`config.mk`:
```
export PLATFORM = sky130hd
export DESIGN_NAME = testout_uart_tx
export DESIGN_NICKNAME = d
export VERILOG_FILES = /design/src/rtl/mips_pkg.sv /design/src/rtl/uart_byte_tx.sv /design/src/rtl/testout_uart_tx.sv
export SDC_FILE = /design/constraint.sdc
export NUM_CORES = 1
export LEC_CHECK = 0
export ABC_AREA = 0
export ABC_CLOCK_PERIOD_IN_PS = 3600
export CAP_MARGIN = 20
export CORE_MARGIN = 3
export CORE_UTILIZATION = 59
export CTS_BUF_LIST = sky130_fd_sc_hd__clkbuf_4
export CTS_CLUSTER_DIAMETER = 50
export DETAILED_ROUTE_END_ITERATION = 10
export DONT_BUFFER_PORTS = 1
export PLACE_DENSITY = 0.78
export SLEW_MARGIN = 15
export SYNTH_ARGS = -nofsm -noshare
export SYNTH_HDL_FRONTEND = slang
export SYNTH_SLANG_ARGS = --single-unit
```
`constraint.sdc`:
```
create_clock -name CLK -period 3.6 [get_ports CLK]
set_input_delay 0.72 -clock CLK [delete_from_list [all_inputs] [get_ports CLK]]
set_output_delay 0.72 -clock CLK [all_outputs]
set_load 0.01 [all_outputs]
```
`src/rtl/mips_pkg.sv`:
```
// Shared definitions for the testOut UART path: TX state encoding, word size
// and UART line levels. TESTOUT_PARITY_EN adds the PARITY state.
package mips_pkg;

  localparam int unsigned BYTES_PER_WORD = 4;

  localparam logic UART_IDLE  = 1'b1;
  localparam logic UART_START = 1'b0;
  localparam logic UART_STOP  = 1'b1;

  typedef enum logic [2:0] {
    ST_IDLE   = 3'd0,
    ST_START  = 3'd1,
    ST_DATA   = 3'd2,
`ifdef TESTOUT_PARITY_EN
    ST_PARITY = 3'd3,
`endif
    ST_STOP   = 3'd4
  } tx_state_t;

endpackage

```
`src/rtl/uart_byte_tx.sv`:
```
// Byte serialiser: START, 8 data bits LSB first, optional even parity
// (TESTOUT_PARITY_EN), STOP; each bit held CLKS_PER_BIT cycles.
module uart_byte_tx
  import mips_pkg::*;
#(
  parameter int unsigned CLKS_PER_BIT = 868
) (
  input  logic       i_clk,
  input  logic       i_rst_n,
  input  logic       i_start,
  input  logic [7:0] i_data,
  output logic       o_ready,
  output logic       o_txd
);

  localparam int unsigned TW = (CLKS_PER_BIT > 1) ? $clog2(CLKS_PER_BIT) : 1;

  tx_state_t   r_state;
  logic [TW-1:0] r_timer;
  logic [2:0]  r_bit;
  logic [7:0]  r_shift;
  logic        r_txd;
`ifdef TESTOUT_PARITY_EN
  logic        r_parity;
`endif

  logic w_last;
  assign w_last = (r_timer == TW'(CLKS_PER_BIT - 1));

  // Ready in IDLE and on the final STOP cycle, so a queued byte follows with no idle gap.
  assign o_ready = (r_state == ST_IDLE) || ((r_state == ST_STOP) && w_last);
  assign o_txd   = r_txd;

  always_ff @(posedge i_clk or negedge i_rst_n) begin
    if (!i_rst_n) begin
      r_state  <= ST_IDLE;
      r_timer  <= '0;
      r_bit    <= '0;
      r_shift  <= '0;
      r_txd    <= UART_IDLE;
`ifdef TESTOUT_PARITY_EN
      r_parity <= 1'b0;
`endif
    end else begin
      case (r_state)
        ST_IDLE: begin
          r_timer <= '0;
          if (i_start) begin
            r_state  <= ST_START;
            r_txd    <= UART_START;
            r_shift  <= i_data;
`ifdef TESTOUT_PARITY_EN
            r_parity <= ^i_data;
`endif
          end
        end
        ST_START: begin
          if (w_last) begin
            r_state <= ST_DATA;
            r_timer <= '0;
            r_bit   <= '0;
            r_txd   <= r_shift[0];
          end else begin
            r_timer <= r_timer + 1'b1;
          end
        end
        ST_DATA: begin
          if (w_last) begin
            r_timer <= '0;
            if (r_bit == 3'd7) begin
`ifdef TESTOUT_PARITY_EN
              r_state <= ST_PARITY;
              r_txd   <= r_parity;
`else
              r_state <= ST_STOP;
              r_txd   <= UART_STOP;
`endif
            end else begin
              r_bit   <= r_bit + 1'b1;
              r_shift <= {1'b0, r_shift[7:1]};
              r_txd   <= r_shift[1];
            end
          end else begin
            r_timer <= r_timer + 1'b1;
          end
        end
`ifdef TESTOUT_PARITY_EN
        ST_PARITY: begin
          if (w_last) begin
            r_state <= ST_STOP;
            r_timer <= '0;
            r_txd   <= UART_STOP;
          end else begin
            r_timer <= r_timer + 1'b1;
          end
        end
`endif
        ST_STOP: begin
          if (w_last) begin
            r_timer <= '0;
            if (i_start) begin
              r_state  <= ST_START;
              r_txd    <= UART_START;
              r_shift  <= i_data;
`ifdef TESTOUT_PARITY_EN
              r_parity <= ^i_data;
`endif
            end else begin
              r_state <= ST_IDLE;
              r_txd   <= UART_IDLE;
            end
          end else begin
            r_timer <= r_timer + 1'b1;
          end
        end
        default: begin
          r_state <= ST_IDLE;
          r_timer <= '0;
          r_txd   <= UART_IDLE;
        end
      endcase
    end
  end

endmodule

```
`src/rtl/testout_uart_tx.sv`:
```
// Streams every change of the Mips_Top testOut word over UART, LSB byte first,
// through a small FIFO. Define TESTOUT_PARITY_EN for an even-parity bit per byte.
module testout_uart_tx
  import mips_pkg::*;
#(
  parameter int unsigned CLKS_PER_BIT = 868,
  parameter int unsigned FIFO_DEPTH   = 4
) (
  input  logic        CLK,
  input  logic        RST,
  input  logic [31:0] testOut,
  output logic        TxD,
  output logic        Busy,
  output logic        Overflow
);

  localparam int unsigned AW = $clog2(FIFO_DEPTH);

  logic [31:0] r_prev_q;
  logic [31:0] r_mem [FIFO_DEPTH];
  logic [AW:0] r_wr;
  logic [AW:0] r_rd;
  logic        r_overflow;
  logic [31:0] r_shift;
  logic [1:0]  r_idx;
  logic        r_active;

  logic        w_empty;
  logic        w_full;
  logic [31:0] w_head;
  logic        w_change;
  logic        w_more;
  logic        w_ready;
  logic        w_load;
  logic        w_pop;
  logic        w_push;
  logic [7:0]  w_byte;
  logic        w_txd;

  assign w_empty  = (r_wr == r_rd);
  assign w_full   = (r_wr[AW] != r_rd[AW]) && (r_wr[AW-1:0] == r_rd[AW-1:0]);
  assign w_head   = r_mem[r_rd[AW-1:0]];
  assign w_change = (testOut != r_prev_q);

  // Remaining bytes of the current word take priority over fetching a new word.
  assign w_more   = r_active && (r_idx != 2'(BYTES_PER_WORD - 1));
  assign w_load   = w_ready && (w_more || !w_empty);
  assign w_pop    = w_ready && !w_more && !w_empty;
  assign w_byte   = w_more ? r_shift[7:0] : w_head[7:0];
  assign w_push   = w_change && (!w_full || w_pop);

  assign TxD      = w_txd;
  assign Busy     = r_active || !w_empty;
  assign Overflow = r_overflow;

  always_ff @(posedge CLK or negedge RST) begin
    if (!RST) begin
      r_prev_q   <= '0;
      r_wr       <= '0;
      r_rd       <= '0;
      r_overflow <= 1'b0;
    end else begin
      r_prev_q <= testOut;
      if (w_push) r_wr <= r_wr + 1'b1;
      if (w_pop)  r_rd <= r_rd + 1'b1;
      if (w_change && w_full && !w_pop) r_overflow <= 1'b1;
    end
  end

  always_ff @(posedge CLK) begin
    if (w_push) r_mem[r_wr[AW-1:0]] <= testOut;
  end

  // Byte 0 goes straight from the FIFO head; the shift register keeps bytes 1..3.
  always_ff @(posedge CLK or negedge RST) begin
    if (!RST) begin
      r_shift  <= '0;
      r_idx    <= '0;
      r_active <= 1'b0;
    end else if (w_load) begin
      if (w_more) begin
        r_shift <= {8'h00, r_shift[31:8]};
        r_idx   <= r_idx + 1'b1;
      end else begin
        r_shift  <= {8'h00, w_head[31:8]};
        r_idx    <= '0;
        r_active <= 1'b1;
      end
    end else if (w_ready) begin
      r_active <= 1'b0;
    end
  end

  uart_byte_tx #(
    .CLKS_PER_BIT(CLKS_PER_BIT)
  ) u_byte_tx (
    .i_clk  (CLK),
    .i_rst_n(RST),
    .i_start(w_load),
    .i_data (w_byte),
    .o_ready(w_ready),
    .o_txd  (w_txd)
  );

endmodule

```
==> impl_results.rst <==
.. list-table::
   :header-rows: 1

   * - Metric
     - Value
   * - Result of the run
     - completed
   * - Die span in y
     - 128 um
   * - Root buffer selected by CTS
     - sky130_fd_sc_hd__clkbuf_4
   * - Static leakage power
     - 3.57 nW
   * - Type of the worst setup path
     - reg -> reg
   * - Share of the cycle needed by the critical path after routing
     - 82.7%
   * - Portion of total power attributed to sequential cells
     - 56.7%
   * - Clk network pwr share
     - 41.9%
   * - Mapped Nets
     - 558
   * - Yosys reg bits
     - 219
   * - Wire length per cell after detailed routing
     - 19.3 um
   * - CTS H-tree depth
     - 2
   * - Overall Global Routing Usage
     - 19.9%
   * - Count of different cell masters after synthesis
     - 49
   * - Final layout net count
     - 607
   * - CTS tree
     - built
   * - Sort of element at the start of the critical path
     - register
   * - Clock transition time at the flip-flop clock pins of the worst setup and hold paths
     - 0.07 ns
   * - Clk Latency, worst-skew pair
     - 0.67 ns
   * - Pin count of the biggest net entering global routing
     - 92
   * - First-pass GRT wire length
     - 25.2 mm
   * - Top achievable clock speed
     - 336 MHz
   * - Share of post-route cells with drive strength above 1
     - 25.2%
   * - RSZ-0062 raised after global routing
     - false
   * - Max VDD drop
     - 0.383 mV
   * - Power after layout
     - 0.00474 W
   * - Synthesized instance count
     - 515
   * - Last weighted congestion value of the routability-driven placer
     - 0.769
   * - Number of antenna violations at the first check in global routing
     - 0
   * - Site Rows
     - 43
   * - Total via count after detailed routing
     - 4484
   * - Count of yosys warnings during synthesis
     - 0
   * - Worst-case setup slack after placement
     - 0.623 ns
   * - Max-capacitance violation count
     - 0
   * - Critical path capture point type
     - register
   * - Max-slew violation count
     - 0
   * - Fin crit period
     - 2.98 ns
   * - I/O pin cnt
     - 37
   * - Max Clock Skew
     - 0.0552 ns
   * - Final HPWL DP
     - 9.58 mm
   * - Number of global-route vias before repair
     - 4904
   * - Total gr overflow
     - 0
   * - Routed Antenna Nets
     - 0
   * - Pwr dens
     - 488 nW/um^2
   * - Combinational cell fraction of total power
     - 1.4%
   * - Arr. time, crit path
     - 3.24 ns
   * - Internal power
     - 0.00376 W
   * - Clock sink count
     - 219
   * - Crit-path max FO
     - 32
   * - Average size of a mapped cell
     - 17.0 um^2
   * - Slew at the pin closest to its max-slew limit
     - 0.814 ns
   * - Total Die Area
     - 16300 um^2
   * - Core Util, Final
     - 68.4%
   * - Share of synthesized area occupied by flip-flops and latches
     - 70.0%
   * - Post CTS Setup Buffer Count
     - 0
   * - Wire length reported by the detailed router
     - 15.2 mm
   * - Netlist area before placement
     - 8750 um^2
   * - Final Worst Setup Slack
     - 0.622 ns
   * - Count of flip-flops with a built-in enable after synthesis
     - 128
   * - Post-Route Setup TNS
     - 0 ns
   * - Die extent in x
     - 128 um
   * - Number of vias per cell after detailed routing
     - 5.69
   * - Class of the tightest hold or removal check
     - in -> reg
   * - # setup viols final
     - 0
   * - Switching power share of the total
     - 20.5%
   * - Effective utilization at floorplan
     - 61.6%
   * - TritonCTS Buffers
     - 52
   * - Final Hold Viols
     - 0
   * - Count of input and output buffers
     - 0
   * - TritonRoute pass-1 iters
     - 5
   * - Fraction of synthesis flops using an asynchronous set or reset pin
     - 41.6%
   * - Psw
     - 0.000973 W
   * - Layout overhead on the synthesized area
     - 11.1%
   * - Worst relative slew slack
     - 45.7%
   * - Detailed router's first-iteration violation count
     - 288
   * - CP required
     - 3.86 ns
   * - Post-detailed-route DRC marker count
     - 0
   * - Diode count
     - 0
   * - Core Box Area
     - 14200 um^2
   * - Maximum count of clock buffers along a single path
     - 3
   * - Leading register cell type out of synthesis
     - sky130_fd_sc_hd__edfxtp_1
==> routing by layer <==
metal	part of all wire (%)	routed length, um	track usage (%)
met1	41	6200	25.8
met2	51	7820	32.8
met3	5.3	805	4.83
met4	2.6	395	8.18
met5	0	0	0
==> power groups by stage <==
stage               Sequential (W)  Clock (W)  Combinational, W
global placement           0.00274          0         0.0000398
floorplan                  0.00274          0         0.0000336
global route               0.00269    0.00218         0.0000720
CTS                        0.00269    0.00205         0.0000671
detailed placement         0.00274          0         0.0000407
finish                     0.00269    0.00199         0.0000645
==> cells in the mapped netlist, types with 4 or more instances <==
master                     instances  share of area, %
sky130_fd_sc_hd__inv_1             6              0.26
sky130_fd_sc_hd__o21ai_0           9              0.51
sky130_fd_sc_hd__clkbuf_1          9              0.39
sky130_fd_sc_hd__nand3_1           8              0.46
sky130_fd_sc_hd__a32o_1            9               1.0
sky130_fd_sc_hd__xor2_1           12               1.2
sky130_fd_sc_hd__ha_1              9               1.3
sky130_fd_sc_hd__a21oi_1           5              0.29
sky130_fd_sc_hd__buf_2            11              0.63
sky130_fd_sc_hd__o21ai_1          16              0.92
sky130_fd_sc_hd__mux2i_1          24               2.7
sky130_fd_sc_hd__nor2_1           14              0.60
sky130_fd_sc_hd__mux2_4            7               1.2
sky130_fd_sc_hd__nand2_1          32               1.4
sky130_fd_sc_hd__edfxtp_1        128                44
sky130_fd_sc_hd__and3_1            4              0.29
sky130_fd_sc_hd__nor4_1            4              0.29
sky130_fd_sc_hd__nand4_1           9              0.64
sky130_fd_sc_hd__mux4_2           32               8.2
sky130_fd_sc_hd__nand2b_1          4              0.29
sky130_fd_sc_hd__xnor2_1          37               3.7
sky130_fd_sc_hd__dfrtp_1          90                26
==> through the flow <==
stage,instance area (um^2),hold slack (ns),instances
after global placement,8990,0.428,688
after floorplan,8750,0.424,515
after global routing,9720,0.0224,788
after detailed placement,8990,0.428,688
after CTS,9720,0.0215,788
final,9720,0.0767,788
==> repair_timing <==
item                                    in CTS  in global routing
gates resized for setup                      0                  0
endpoints found under the setup margin       0                  0
hold buffers                                 2                  0
hold endpoints to repair                    91                  0
==> sequential cells by signal, indices dropped and copies added, names as in the netlist, 2 cells and up <==
register,count
r_prev_q,32
u_byte_tx.r_timer,10
u_byte_tx.r_shift,8
r_idx,2
r_mem,128
u_byte_tx.r_state,3
r_wr,3
u_byte_tx.r_bit,3
r_shift,24
r_rd,3
==> cells in the final DEF (no fill, tap or decap), types with 2 or more instances in the layout <==
cell,n
sky130_fd_sc_hd__a21oi_1,5
sky130_fd_sc_hd__dfrtp_1,89
sky130_fd_sc_hd__xnor2_1,37
sky130_fd_sc_hd__inv_1,6
sky130_fd_sc_hd__a22o_1,2
sky130_fd_sc_hd__a21o_1,2
sky130_fd_sc_hd__ha_1,9
sky130_fd_sc_hd__and3_1,4
sky130_fd_sc_hd__o21ai_1,16
sky130_fd_sc_hd__a32o_1,9
sky130_fd_sc_hd__nand3_1,8
sky130_fd_sc_hd__mux4_2,32
sky130_fd_sc_hd__mux2_2,3
sky130_fd_sc_hd__inv_6,2
sky130_fd_sc_hd__nor2_1,14
sky130_fd_sc_hd__o21ai_0,9
sky130_fd_sc_hd__mux2i_1,24
sky130_fd_sc_hd__clkinv_1,11
sky130_fd_sc_hd__clkinv_2,2
sky130_fd_sc_hd__nor4_1,4
sky130_fd_sc_hd__mux2_4,7
sky130_fd_sc_hd__nand2_1,32
sky130_fd_sc_hd__xor2_1,12
sky130_fd_sc_hd__and2_1,3
sky130_fd_sc_hd__nand2b_1,4
sky130_fd_sc_hd__o31ai_1,2
sky130_fd_sc_hd__nor3_1,3
sky130_fd_sc_hd__nand4_1,9
sky130_fd_sc_hd__edfxtp_1,128
sky130_fd_sc_hd__clkbuf_4,83
sky130_fd_sc_hd__buf_4,14
==> area by class of cell <==
| cell class | instances | area [um^2] |
|---|---|---|
| multi-input cells | 269 | 2510 |
| well taps | 180 | 225 |
| repair buffers | 16 | 143 |
| fillers | 947 | 4490 |
| flip-flops and latches | 219 | 6120 |
| inverters | 6 | 22.5 |
| clock inverters | 15 | 68.8 |
| clock buffers | 83 | 623 |
==> worst max-delay path, stage by stage, from the launching register on <==
cell                      delay, ns
sky130_fd_sc_hd__dfrtp_1       0.38
sky130_fd_sc_hd__ha_1          0.29
sky130_fd_sc_hd__or3b_1        0.40
sky130_fd_sc_hd__o31a_1        0.34
sky130_fd_sc_hd__o311a_1       0.39
sky130_fd_sc_hd__a21oi_2       0.23
sky130_fd_sc_hd__and2_1        0.17
sky130_fd_sc_hd__buf_4         0.42
==> kinds of logic (layout without fill, tap and decap cells) <==
group,count (synthesis),after routing,synth area share (%)
compound gates,54,54,4.36
fa+ha+maj,9,9,1.29
xor+xnor,49,49,4.91
simple gates,90,90,5.36
mux,67,67,12.7
buf+inv,27,120,1.40
flops,219,219,70.0
==> final timing paths <==
| kind | start | end | slack (ns) | cells after the start |
|---|---|---|---|---|
| setup / recovery | u_byte_tx.r_timer[0] | r_mem[2][6] | 0.62 | 7 |
| hold / removal | testOut[16] | r_prev_q[16] | 0.08 | 0 |
| setup reg to reg | u_byte_tx.r_timer[0] | r_mem[2][6] | 0.62 | 7 |
| hold reg to reg | u_byte_tx.r_timer[0] | u_byte_tx.r_timer[0] | 0.48 | 1 |
| max in group asynchronous | RST | u_byte_tx.o_txd | 2.55 | 2 |
| min in group asynchronous | RST | u_byte_tx.r_shift[4] | 0.67 | 2 |
Note: power is estimated with default switching activity, not from simulation.
